==> config.mk <==
export PLATFORM = sky130hd
export DESIGN_NAME = conv_encoder_punct
export DESIGN_NICKNAME = d
export VERILOG_FILES = /design/src/rtl/phy_pkg.sv /design/src/rtl/conv_bit_fifo2.sv /design/src/rtl/conv_encoder_punct.sv
export SDC_FILE = /design/constraint.sdc
export NUM_CORES = 1
export LEC_CHECK = 0
export CAP_MARGIN = 10
export CORE_MARGIN = 2
export CORE_UTILIZATION = 40
export CTS_CLUSTER_SIZE = 10
export DETAILED_ROUTE_END_ITERATION = 8
export SLEW_MARGIN = 20
export SYNTH_ARGS = -nofsm -noshare
export SYNTH_HDL_FRONTEND = slang
export SYNTH_HIERARCHICAL = 1
export SYNTH_SLANG_ARGS = --single-unit
==> constraint.sdc <==
create_clock -name clock -period 3.7 [get_ports clock]
set_clock_uncertainty 0.15 [all_clocks]
set_input_delay 1.11 -clock clock [delete_from_list [all_inputs] [get_ports clock]]
set_output_delay 1.11 -clock clock [all_outputs]
set_load 0.01 [all_outputs]
==> src/rtl/phy_pkg.sv <==
// Shared PHY definitions: rate codes, default generator polynomials and the
// puncturing keep-mask used by the convolutional encoder.
package phy_pkg;

    localparam logic [1:0] RATE_1_2 = 2'b00;
    localparam logic [1:0] RATE_2_3 = 2'b01;
    localparam logic [1:0] RATE_3_4 = 2'b10;

    localparam logic [6:0] G0_DEFAULT = 7'o133;
    localparam logic [6:0] G1_DEFAULT = 7'o171;

    // Code 2'b11 is not a real rate; it behaves as rate 1/2.
    function automatic logic [1:0] norm_rate(input logic [1:0] rate);
        return (rate == 2'b11) ? RATE_1_2 : rate;
    endfunction

    // Last phase before the puncture pattern wraps back to phase 0.
    function automatic logic [1:0] phase_last(input logic [1:0] rate);
        case (rate)
            RATE_2_3: return 2'd1;
            RATE_3_4: return 2'd2;
            default:  return 2'd0;
        endcase
    endfunction

    // Returns {keepA, keepB} for one mother-code pair.
    function automatic logic [1:0] keep_mask(input logic [1:0] rate, input logic [1:0] phase);
        case (rate)
            RATE_2_3: return (phase == 2'd1) ? 2'b10 : 2'b11;
            RATE_3_4: begin
                case (phase)
                    2'd1:    return 2'b10;
                    2'd2:    return 2'b01;
                    default: return 2'b11;
                endcase
            end
            default:  return 2'b11;
        endcase
    endfunction

endpackage

==> src/rtl/conv_bit_fifo2.sv <==
// Two-entry bit FIFO: one pop and a push of 0..2 bits per cycle, entry 0 is
// the head. The caller guarantees the occupancy never exceeds two.
module conv_bit_fifo2 (
    input  logic       clock,
    input  logic       rst_n,
    input  logic [1:0] i_push_n,
    input  logic [1:0] i_push_bits,
    input  logic       i_pop,
    output logic       o_head,
    output logic [1:0] o_count
);

    logic [1:0] r_mem;
    logic [1:0] r_count;
    logic [1:0] w_mem_nxt;
    logic [1:0] w_rem_n;
    logic       w_pop;

    assign w_pop   = i_pop && (r_count != 2'd0);
    assign w_rem_n = r_count - {1'b0, w_pop};

    // Survivors of the pop move to the front, pushed bits fill in behind them.
    always_comb begin
        w_mem_nxt = r_mem;
        case (w_rem_n)
            2'd0:    w_mem_nxt = i_push_bits;
            2'd1:    w_mem_nxt = {i_push_bits[0], (w_pop ? r_mem[1] : r_mem[0])};
            default: w_mem_nxt = r_mem;
        endcase
    end

    always_ff @(posedge clock or negedge rst_n) begin
        if (!rst_n) begin
            r_count <= 2'd0;
        end else begin
            r_count <= w_rem_n + i_push_n;
        end
    end

    always_ff @(posedge clock) begin
        r_mem <= w_mem_nxt;
    end

    assign o_head  = r_mem[0];
    assign o_count = r_count;

endmodule

==> src/rtl/conv_encoder_punct.sv <==
// 802.11a K=7 rate-1/2 convolutional encoder with 2/3 and 3/4 puncturing,
// serialising kept bits through a 2-entry FIFO at one coded bit per clock.
module conv_encoder_punct
    import phy_pkg::*;
#(
    parameter logic [6:0] G0 = G0_DEFAULT,
    parameter logic [6:0] G1 = G1_DEFAULT
) (
    input  logic       clock,
    input  logic       ConvEncoder_Reset_n,
    input  logic       ConvEncoder_Start,
    input  logic [1:0] ConvEncoder_Rate,
    input  logic       ConvEncoder_DataIN,
    input  logic       ConvEncoder_DataIN_VALID,
    output logic       ConvEncoder_DataIN_READY,
    output logic       ConvEncoder_DataOUT,
    output logic       ConvEncoder_DataOUTVALID
);

    logic [5:0] r_sreg;
    logic [1:0] r_phase;
    logic [1:0] r_rate;
    logic       r_dout;
    logic       r_dvld;

    logic [1:0] w_count;
    logic       w_head;
    logic       w_pop;
    logic       w_accept;
    logic [5:0] w_sreg_eff;
    logic [1:0] w_phase_eff;
    logic [1:0] w_rate_eff;
    logic [1:0] w_phase_nxt;
    logic [6:0] w_win;
    logic       w_a;
    logic       w_b;
    logic [1:0] w_keep;
    logic [1:0] w_push_n;
    logic [1:0] w_push_bits;

    assign ConvEncoder_DataIN_READY = (w_count != 2'd2);
    assign w_accept = ConvEncoder_DataIN_VALID && ConvEncoder_DataIN_READY;
    assign w_pop    = (w_count != 2'd0);

    // A Start in the same cycle as an accept encodes from the cleared state.
    assign w_sreg_eff  = ConvEncoder_Start ? 6'd0 : r_sreg;
    assign w_phase_eff = ConvEncoder_Start ? 2'd0 : r_phase;
    assign w_rate_eff  = ConvEncoder_Start ? norm_rate(ConvEncoder_Rate) : r_rate;

    // Generator bit 6 taps the current input, bit 0 the oldest delay.
    assign w_win = {ConvEncoder_DataIN, w_sreg_eff[0], w_sreg_eff[1], w_sreg_eff[2],
                    w_sreg_eff[3], w_sreg_eff[4], w_sreg_eff[5]};
    assign w_a   = ^(w_win & G0);
    assign w_b   = ^(w_win & G1);

    assign w_keep      = w_accept ? keep_mask(w_rate_eff, w_phase_eff) : 2'b00;
    assign w_phase_nxt = (w_phase_eff == phase_last(w_rate_eff)) ? 2'd0 : w_phase_eff + 2'd1;

    always_comb begin
        w_push_n    = 2'd0;
        w_push_bits = 2'b00;
        case (w_keep)
            2'b11: begin
                w_push_n    = 2'd2;
                w_push_bits = {w_b, w_a};
            end
            2'b10: begin
                w_push_n    = 2'd1;
                w_push_bits = {1'b0, w_a};
            end
            2'b01: begin
                w_push_n    = 2'd1;
                w_push_bits = {1'b0, w_b};
            end
            default: begin
                w_push_n    = 2'd0;
                w_push_bits = 2'b00;
            end
        endcase
    end

    conv_bit_fifo2 u_fifo (
        .clock       (clock),
        .rst_n       (ConvEncoder_Reset_n),
        .i_push_n    (w_push_n),
        .i_push_bits (w_push_bits),
        .i_pop       (w_pop),
        .o_head      (w_head),
        .o_count     (w_count)
    );

    always_ff @(posedge clock or negedge ConvEncoder_Reset_n) begin
        if (!ConvEncoder_Reset_n) begin
            r_sreg  <= 6'd0;
            r_phase <= 2'd0;
            r_rate  <= RATE_1_2;
            r_dout  <= 1'b0;
            r_dvld  <= 1'b0;
        end else begin
            if (ConvEncoder_Start) begin
                r_sreg  <= 6'd0;
                r_phase <= 2'd0;
                r_rate  <= norm_rate(ConvEncoder_Rate);
            end
            if (w_accept) begin
                r_sreg  <= {w_sreg_eff[4:0], ConvEncoder_DataIN};
                r_phase <= w_phase_nxt;
            end
            r_dvld <= w_pop;
            r_dout <= w_pop & w_head;
        end
    end

    assign ConvEncoder_DataOUT      = r_dout;
    assign ConvEncoder_DataOUTVALID = r_dvld;

endmodule

==> After elaboration in Yosys (flattened, before gate mapping) <==
Index checks and enable logic that the tools add are counted.
{ "classes": {"n_addsub": 3, "eq_ne": 12, "n_mux": 16, "bitwise": 1, "n_reduce_logical": 8} }
{ "ops": {"columns": ["cell", "count"], "rows": [
  ["$pmux W2 S2", 5],
  ["$reduce_xor A7 Y1", 2],
  ["$mux W2", 6],
  ["$mux W6", 2],
  ["$eq A2 B2 Y1 const B", 5],
  ["$eq A2 B1 Y1 const B", 4],
  ["$pmux W2 S3", 1],
  ["$reduce_bool A2 Y1", 2],
  ["$add A2 B1 Y2 const B", 1],
  ["$add A2 B2 Y2", 1],
  ["$eq A2 B2 Y1", 1],
  ["$logic_not A2 Y1", 1],
  ["$mux W1", 2],
  ["$ne A2 B1 Y1 const B", 1],
  ["$ne A2 B2 Y1 const B", 1],
  ["$reduce_and A2 Y1", 1],
  ["$reduce_or A2 Y1", 1],
  ["$sub A2 B1 Y2", 1],
  ["$and A1 B1 Y1", 1],
  ["$logic_and A1 B1 Y1", 1]
]} }
{ "totals": {"reg_bits": 16, "input_bits": 7, "out_inout_bits": 3, "word_cells": 48} }

==> Logic depth before layout (Yosys ltp) <==
Gate-level depths: netlist of run 1.
{ "depth": {"word_depth": 10, "depth_mapped": 15, "ltp_nobuf": 14} }

==> By module <==
Netlist of run 1, hierarchy kept.
{ "by_module_without_submodules": {"columns": ["mod", "n_inst", "cells_per_inst", "area_each_um2", "seq_area_each_um2"], "rows": [
  ["conv_encoder_punct", 1, 89, 784.5, 300.3],
  ["conv_bit_fifo2", 1, 19, 229.0, 110.1]
]} }

==> Worst setup path before layout of run 1 <==
OpenSTA, ideal clock, no wires.
{ "synth_timing": {"path_kind": "input port to flip-flop", "startpoint": "input port ConvEncoder_Start", "endpoint": "register u_fifo.r_mem[1] (data pin)", "setup_time_ns": 0.262, "arrival_time_ns": 3.284, "required_ns": 3.288, "path_slack_ns": 0.004, "cell_stages": 15, "n_path_buf": 1, "cell_sequence": "buf_6 > nand2_1 > nor2_1 > a21oi_1 > inv_1 > ha_1 > nor2_1 > nor2_1 > o21ai_1 > inv_2 > ha_1 > or2_2 > a221oi_1 > a311oi_1 > mux2_1"} }
{ "synth_via": {"word_cells_on_any_way": 18, "classes_between": "eq/ne (7); mux (9); reduce/logical (2)"} }
{ "synth_rtl": {"columns": ["item", "line_no", "rtl"], "rows": [
  ["start: declaration", "conv_encoder_punct.sv:11", "input logic ConvEncoder_Start,"],
  ["$mux W2 *", null, null],
  ["net w_rate_eff[0]", "conv_encoder_punct.sv:32", "logic [1:0] w_rate_eff;"],
  ["$eq A2 B2 Y1 / $eq A2 B1 Y1 (equally long branches)", "phy_pkg.sv:28", "case (rate)"],
  ["$pmux W2 S2 *", "phy_pkg.sv:28", null],
  ["$mux W2 *", "conv_encoder_punct.sv:56", "assign w_keep = w_accept ? keep_mask(w_rate_eff, w_phase_eff) : 2'b00;"],
  ["$eq A2 B1 Y1 / $eq A2 B2 Y1 (equally long branches)", "conv_encoder_punct.sv:62", "case (w_keep)"],
  ["$pmux W2 S3 *", "conv_encoder_punct.sv:62", null],
  ["net w_push_bits[0]", "conv_encoder_punct.sv:39", "logic [1:0] w_push_bits;"],
  ["$pmux W2 S2 *", "conv_bit_fifo2.sv:25", "case (w_rem_n)"],
  ["net u_fifo.w_mem_nxt[1]", "conv_bit_fifo2.sv:15", "logic [1:0] w_mem_nxt;"],
  ["end signal: assignment", "conv_bit_fifo2.sv:41", "r_mem <= w_mem_nxt;"],
  ["end: declaration", "conv_bit_fifo2.sv:13", "logic [1:0] r_mem;"]
]} }
The timed path passes the listed nets; every way through them passes the cells marked *.
A chain may end at the register's enable or synchronous reset.

==> Final worst setup path of run 1 <==
{ "layout_timing": {"startpoint": "input port ConvEncoder_Rate[1]", "endpoint": "register u_fifo.r_mem[0] (data pin)"} }
{ "layout_via": {"elab_chain_len": 9, "word_cells_on_any_way": 12, "classes_between": "eq/ne (6); mux (6)"} }
{ "layout_lines": {"columns": ["item", "line_no", "rtl"], "rows": [
  ["start: declaration", "conv_encoder_punct.sv:12", "input logic [1:0] ConvEncoder_Rate,"],
  ["$eq A2 B2 Y1", "phy_pkg.sv:14", "return (rate == 2'b11) ? RATE_1_2 : rate;"],
  ["$mux W2 *", "phy_pkg.sv:14", null],
  ["$mux W2 *", null, null],
  ["$eq A2 B2 Y1 / $eq A2 B1 Y1 (equally long branches)", "phy_pkg.sv:28", null],
  ["$pmux W2 S2 *", "phy_pkg.sv:28", null],
  ["$mux W2 *", "conv_encoder_punct.sv:56", null],
  ["$eq A2 B1 Y1 / $eq A2 B2 Y1 (equally long branches)", "conv_encoder_punct.sv:62", null],
  ["$pmux W2 S3 *", "conv_encoder_punct.sv:62", null],
  ["net w_push_bits[0]", "conv_encoder_punct.sv:39", null],
  ["$pmux W2 S2 *", "conv_bit_fifo2.sv:25", null],
  ["net u_fifo.w_mem_nxt[0]", "conv_bit_fifo2.sv:15", null]
]} }
Marked as above.

==> results.json, run 1 <==
{
  "power_density_nw_per_um2": 628,
  "slew_headroom_pct": 56.4,
  "slew_viol_final": 0,
  "grt_pass1_vias": 743,
  "cp.required_ns": 3.59,
  "hold_viol_final": 0,
  "portBuffers": 9,
  "ant_nets": 0,
  "first_pass_iters": 4,
  "synthArstFlopShare_pct": 87.5,
  "worst_slack_ns": 0.0991,
  "path_max_fanout": 3,
  "antenna_found_initial": 0,
  "ys_ff_latch": 16,
  "drt_iter0_drc": 6,
  "synth_xor_area_share_pct": 11.9,
  "clock_sinks": 16,
  "setup-violations-final": 0,
  "clk-insertion-delay-late_ns": 0.28,
  "clk_pin_slew_ns": 0.09,
  "leakage_nw": 0.576,
  "layout.cells.non_filler": 161,
  "final_common_cell": "nand2_1",
  "vias": 772,
  "place.gp.congestion": 0.791,
  "grt_pass1_wl_mm": 3.04,
  "synth_top_family_by_area": "simple AND/OR/NAND/NOR gates",
  "synth_top_cell_area_share_pct": 34.6,
  "dpl.cell_count": 157,
  "synth_fa_ha_area_share_pct": 11.1,
  "postCtsSetupBuffers": 0,
  "synth.area.mux_share_pct": 2.22,
  "place_ws_ns": -0.519,
  "maxCapViolations": 0,
  "ys.flop_type": "dfrtp_1",
  "cp_cell_sequence": "clkdlybuf4s50_1 -> nor2_2 -> a21oi_2 -> ha_4 -> o31a_1 -> ha_2 -> or2_4 -> a221oi_2 -> a311oi_2 -> mux2_4",
  "synth_cells": 108,
  "ys_warn_count": 6,
  "wl_per_cell_um": 11.6,
  "dieArea_um2": 2950,
  "fmax_mhz": 278,
  "cts_buffers": 3,
  "drive_above_1_share_pct": 29.0,
  "syn-mean-instance-area_um2": 9.38,
  "syn-cell-area_um2": 1010,
  "overflow": 0,
  "h-tree-depth": 1,
  "grt_usage_pct": 14.4,
  "drc_errors": 0,
  "synthesis.nets": 124,
  "hold_path_class": "register to register",
  "grt_start_max_net_pins": 15,
  "synth_compound_area_share_pct": 12.3,
  "min_period_ns": 3.60,
  "nets": 148,
  "core.rowCount": 18,
  "worstSetupPathType": "primary input to register",
  "wl_mm": 1.86,
  "finalCritPeriodShare_pct": 97.3,
  "diodes": 0,
  "io_pins": 10,
  "layout.cells.most_common_list": "nand2_1 (15), dfrtp_1 (14), buf_4 (13)",
  "peakVddDrop_mv": 0.445,
  "core_area_um2": 2430,
  "clockRootBuffer": "clkbuf_4",
  "clock_path_buffers": 2,
  "worst_pin_slew_ns": 0.651,
  "yosys.area.top_type": "dfrtp_1",
  "initial_core_util_pct": 41.7,
  "end_kind": "register",
  "slowest_stage": "clkdlybuf4s50_1",
  "status": "complete, no violations",
  "arrival_ns": 3.49,
  "fp.dieH_um": 54.3,
  "rsz0062_at_grt": "no",
  "synth_edf_count": 2,
  "slowest_delay_ns": 0.50,
  "dieWidth_um": 54.3,
  "critPathLaunchType": "primary input",
  "whs_ns": 0.318,
  "fin_tns_setup_ns": 0,
  "synth_area_leaders": "dfrtp_1 (35%), ha_1 (11%), xnor2_1 (6.9%)",
  "tritoncts": "done",
  "via_per_inst": 4.80,
  "ys_seq_area_share_pct": 40.5,
  "dp_hpwl_mm": 1.43,
  "area_delta_synth_final_pct": 29.3,
  "synth.distinct_cells": 31,
  "synthSimpleGateAreaFrac_pct": 15.6
}
==> cell type report <==
cell class / count / area, um^2
Inverter: 12 / 45.0
Multi-Input combinational cell: 77 / 604
Clock buffer: 4 / 26.3
Timing Repair Buffer: 22 / 186
Sequential cell: 16 / 410
Fill cell: 245 / 1120
Tap cell: 30 / 37.5
==> kinds of logic after synthesis <==
| group | count (synthesis) |
|---|---|
| XOR/XNOR | 12 |
| AND/OR/NAND/NOR | 33 |
| buffers and inverters | 15 |
| adder cells (fa/ha/maj) | 9 |
| flip-flops | 16 |
| AO/OA/AOI/OAI | 21 |
| multiplexers | 2 |
==> through the flow <==
stage,power [W],util [%],instance area [um^2]
after floorplan,0.000570,-,1010
after global placement,0.000681,50.1,1220
after detailed placement,0.000693,50.1,1220
after CTS,0.000808,52.5,1280
after global routing,0.000905,53.9,1310
final,0.000822,53.9,1310
==> synthesized netlist by cell type (2+ instances only) <==
library cell / instances
nand2_1: 15
dfrtp_1: 14
inv_1: 10
ha_1: 9
xnor2_1: 8
a21oi_1: 7
nor2_1: 5
o21ai_1: 5
nor2b_1: 3
o21ai_0: 3
a221oi_1: 2
and2_1: 2
edfxtp_1: 2
inv_2: 2
mux2_1: 2
nor2_2: 2
or2_2: 2
xor2_1: 2
==> state kept, by name (all words and copies together), names as in the netlist <==
register and flops:
r_rate 2, u_fifo/o_count 2, ConvEncoder_DataOUT 1, r_phase 2
ConvEncoder_DataOUTVALID 1, u_fifo/r_mem 2, r_sreg 6
==> critical path: cells and delay by family <==
kind	cells	cell delay, ns
buffers and inverters	1	0.50
AOI/OAI and AO/OA	4	0.87
adders and majority gates	2	0.44
muxes	1	0.28
and+or+nand+nor	2	0.30
==> routing by layer <==
metal | share of wire (%) | wire [um] | global-route usage, %
met1 | 47 | 878 | 16.6
met2 | 48 | 903 | 25.3
met3 | 2.3 | 42 | 3.28
met4 | 2.1 | 40 | 6.25
met5 | 0 | 0 | 0
==> timing repair <==
action	in CTS	in global routing
resized for setup	10	8
endpoints found under the setup margin	2	2
cloned	0	0
pin swaps	5	5
hold buffers	0	0
==> power breakdown <==
group          leakage (nW)  switching [W]  internal, W
Clock                0.0150      0.0000531    0.0000418
Combinational         0.359       0.000226     0.000238
Sequential            0.202      0.0000265     0.000236
==> final timing paths <==
check / slack [ns] / startpoint / cells after the start / endpoint
setup / recovery: 0.1 / ConvEncoder_Rate[1] / 10 / u_fifo/r_mem[0]
hold / removal: 0.32 / u_fifo/r_mem[0] / 1 / ConvEncoder_DataOUT
setup reg to reg: 1.05 / r_rate[0] / 8 / u_fifo/r_mem[0]
hold reg to reg: 0.32 / u_fifo/r_mem[0] / 1 / ConvEncoder_DataOUT
max in group asynchronous: 1.91 / ConvEncoder_Reset_n / 1 / r_phase[0]
min in group asynchronous: 1.07 / ConvEncoder_Reset_n / 1 / r_sreg[5]
(Power assumes the default switching activity.)
==> run 2, diff against run 1 <==
--- a/config.mk
+++ b/config.mk
@@ -8,8 +8,10 @@
 export CAP_MARGIN = 10
 export CORE_MARGIN = 2
 export CORE_UTILIZATION = 40
+export CTS_BUF_LIST = sky130_fd_sc_hd__clkbuf_4 sky130_fd_sc_hd__clkbuf_8
 export CTS_CLUSTER_SIZE = 10
 export DETAILED_ROUTE_END_ITERATION = 8
+export SKIP_LAST_GASP = 1
 export SLEW_MARGIN = 20
 export SYNTH_ARGS = -nofsm -noshare
 export SYNTH_HDL_FRONTEND = slang
==> results.json, run 2 (synthesis results as in run 1) <==
{
  "dieWidth_um": 54.3,
  "vias": 788,
  "power_density_nw_per_um2": 632,
  "grt_usage_pct": 14.9,
  "dp_hpwl_mm": 1.43,
  "path_buf_inv": 1,
  "wl_mm": 1.89,
  "dieArea_um2": 2950,
  "arrival_ns": 3.50,
  "slew_viol_final": 0,
  "maxCapViolations": 0,
  "end_kind": "register",
  "grt_start_max_net_pins": 15,
  "drt_iter0_drc": 2,
  "core_area_um2": 2430,
  "fp.dieH_um": 54.3,
  "core.rowCount": 18,
  "via_per_inst": 4.89,
  "cts_buffers": 3,
  "wl_per_cell_um": 11.7,
  "overflow": 0,
  "io_pins": 10,
  "min_from": "u_fifo/r_mem[0]",
  "grt_pass1_vias": 764,
  "clk-insertion-delay-late_ns": 0.28,
  "critPathLaunchType": "primary input",
  "layout.cells.most_common_list": "nand2_1 (15), dfrtp_1 (14), buf_4 (13)",
  "crit_family": "compound AO/OA/AOI/OAI gates",
  "min_period_ns": 3.61,
  "slew_headroom_pct": 56.6,
  "largest_reg_flops": 6,
  "setup-violations-final": 0,
  "antenna_found_initial": 0,
  "place.gp.congestion": 0.791,
  "p_total_w": 0.000837,
  "reg2reg_to": "u_fifo/r_mem[0]",
  "finalCritPeriodShare_pct": 97.6,
  "clk_pin_slew_ns": 0.10,
  "cp.required_ns": 3.59,
  "drive_above_1_share_pct": 29.8,
  "drc_errors": 0,
  "final_common_cell": "nand2_1",
  "h-tree-depth": 1,
  "initial_core_util_pct": 41.7,
  "peakVddDrop_mv": 0.452,
  "slowest_delay_ns": 0.50,
  "area_delta_synth_final_pct": 30.7,
  "status": "complete, no violations",
  "r2r_cells": 8,
  "postCtsSetupBuffers": 0,
  "worstSetupPathType": "primary input to register",
  "slowest_stage": "clkdlybuf4s50_1",
  "grt_pass1_wl_mm": 3.15,
  "hold_path_class": "register to register",
  "clockRootBuffer": "clkbuf_4",
  "leakage_nw": 0.579,
  "whs_ns": 0.319,
  "cts_hold_buf": 0,
  "path_max_fanout": 3,
  "first_pass_iters": 4,
  "ant_nets": 0,
  "rr_startpoint": "r_rate[0]",
  "fin_tns_setup_ns": 0,
  "r2r_setup_slack_ns": 1.05,
  "clock_sinks": 16,
  "hold_depth": 1,
  "cp_cell_sequence": "clkdlybuf4s50_1 -> nor2_2 -> a21oi_2 -> ha_4 -> o31a_1 -> ha_2 -> or2_4 -> a221oi_4 -> a311oi_2 -> mux2_4",
  "rsz0062_at_grt": "no",
  "hold_viol_final": 0,
  "portBuffers": 9,
  "top_register": "r_sreg",
  "fmax_mhz": 277,
  "fillers": 240,
  "clock_path_buffers": 2,
  "tritoncts": "done",
  "diodes": 0,
  "worst_pin_slew_ns": 0.649,
  "nets": 148,
  "min_delay_worst_endpoint": "ConvEncoder_DataOUT"
}
==> run 2: worst max-delay path by stage <==
stage | start | to | slack (ns) | cells after the start
6_report | ConvEncoder_Rate[1] | u_fifo/r_mem[0] | 0.09 | 10
5_1_grt | ConvEncoder_Rate[0] | u_fifo/r_mem[0] | 0.02 | 15
4_1_cts | ConvEncoder_Rate[0] | u_fifo/r_mem[0] | 0.01 | 12
3_5_place_dp | ConvEncoder_Start | u_fifo/r_mem[1] | -0.52 | 15
3_3_place_gp | ConvEncoder_Start | u_fifo/r_mem[1] | -0.44 | 15
2_1_floorplan | ConvEncoder_Start | u_fifo/r_mem[1] | 0.004 | 15
==> run 2: where the power goes <==
part | total [W] | switching (W) | internal [W]
registers | 0.000263 | 0.0000265 | 0.000236
logic | 0.000470 | 0.000230 | 0.000240
clock network | 0.000104 | 0.0000548 | 0.0000491
total | 0.000837 | 0.000312 | 0.000525
==> run 2: per-layer routing <==
layer	wire, um	vias to the layer above	track usage (%)	share of wire, %
met1	872	376	16.9	46
met5	0	-	0	0
met2	938	11	26.5	50
met4	28	0	6.25	1.5
li1	-	399	-	-
met3	50	2	3.28	2.6
==> run 2: cell type report <==
type	count	area, um^2	share of cell area, %
clock buffers	4	30.0	2.27
inverters	12	45.0	3.40
multi-input cells	77	616	46.5
well taps	30	37.5	2.83
repair buffers	22	186	14.1
flip-flops and latches	16	410	31.0
==> run 2: timing repair <==
| item | CTS | global route |
|---|---|---|
| pin swaps | 5 | 5 |
| setup endpoints to repair | 2 | 2 |
| resized for setup | 10 | 9 |
==> run 2: stage by stage <==
| stage | area, um^2 | utilization (%) | setup slack (ns) | instances |
|---|---|---|---|---|
| 2_1_floorplan | 1010 | - | 0.00417 | 108 |
| 3_3_place_gp | 1220 | 50.1 | -0.442 | 157 |
| 3_5_place_dp | 1220 | 50.1 | -0.519 | 157 |
| 4_1_cts | 1280 | 52.7 | 0.0143 | 161 |
| 5_1_grt | 1330 | 54.5 | 0.0169 | 161 |
| 6_report | 1330 | 54.5 | 0.0895 | 161 |
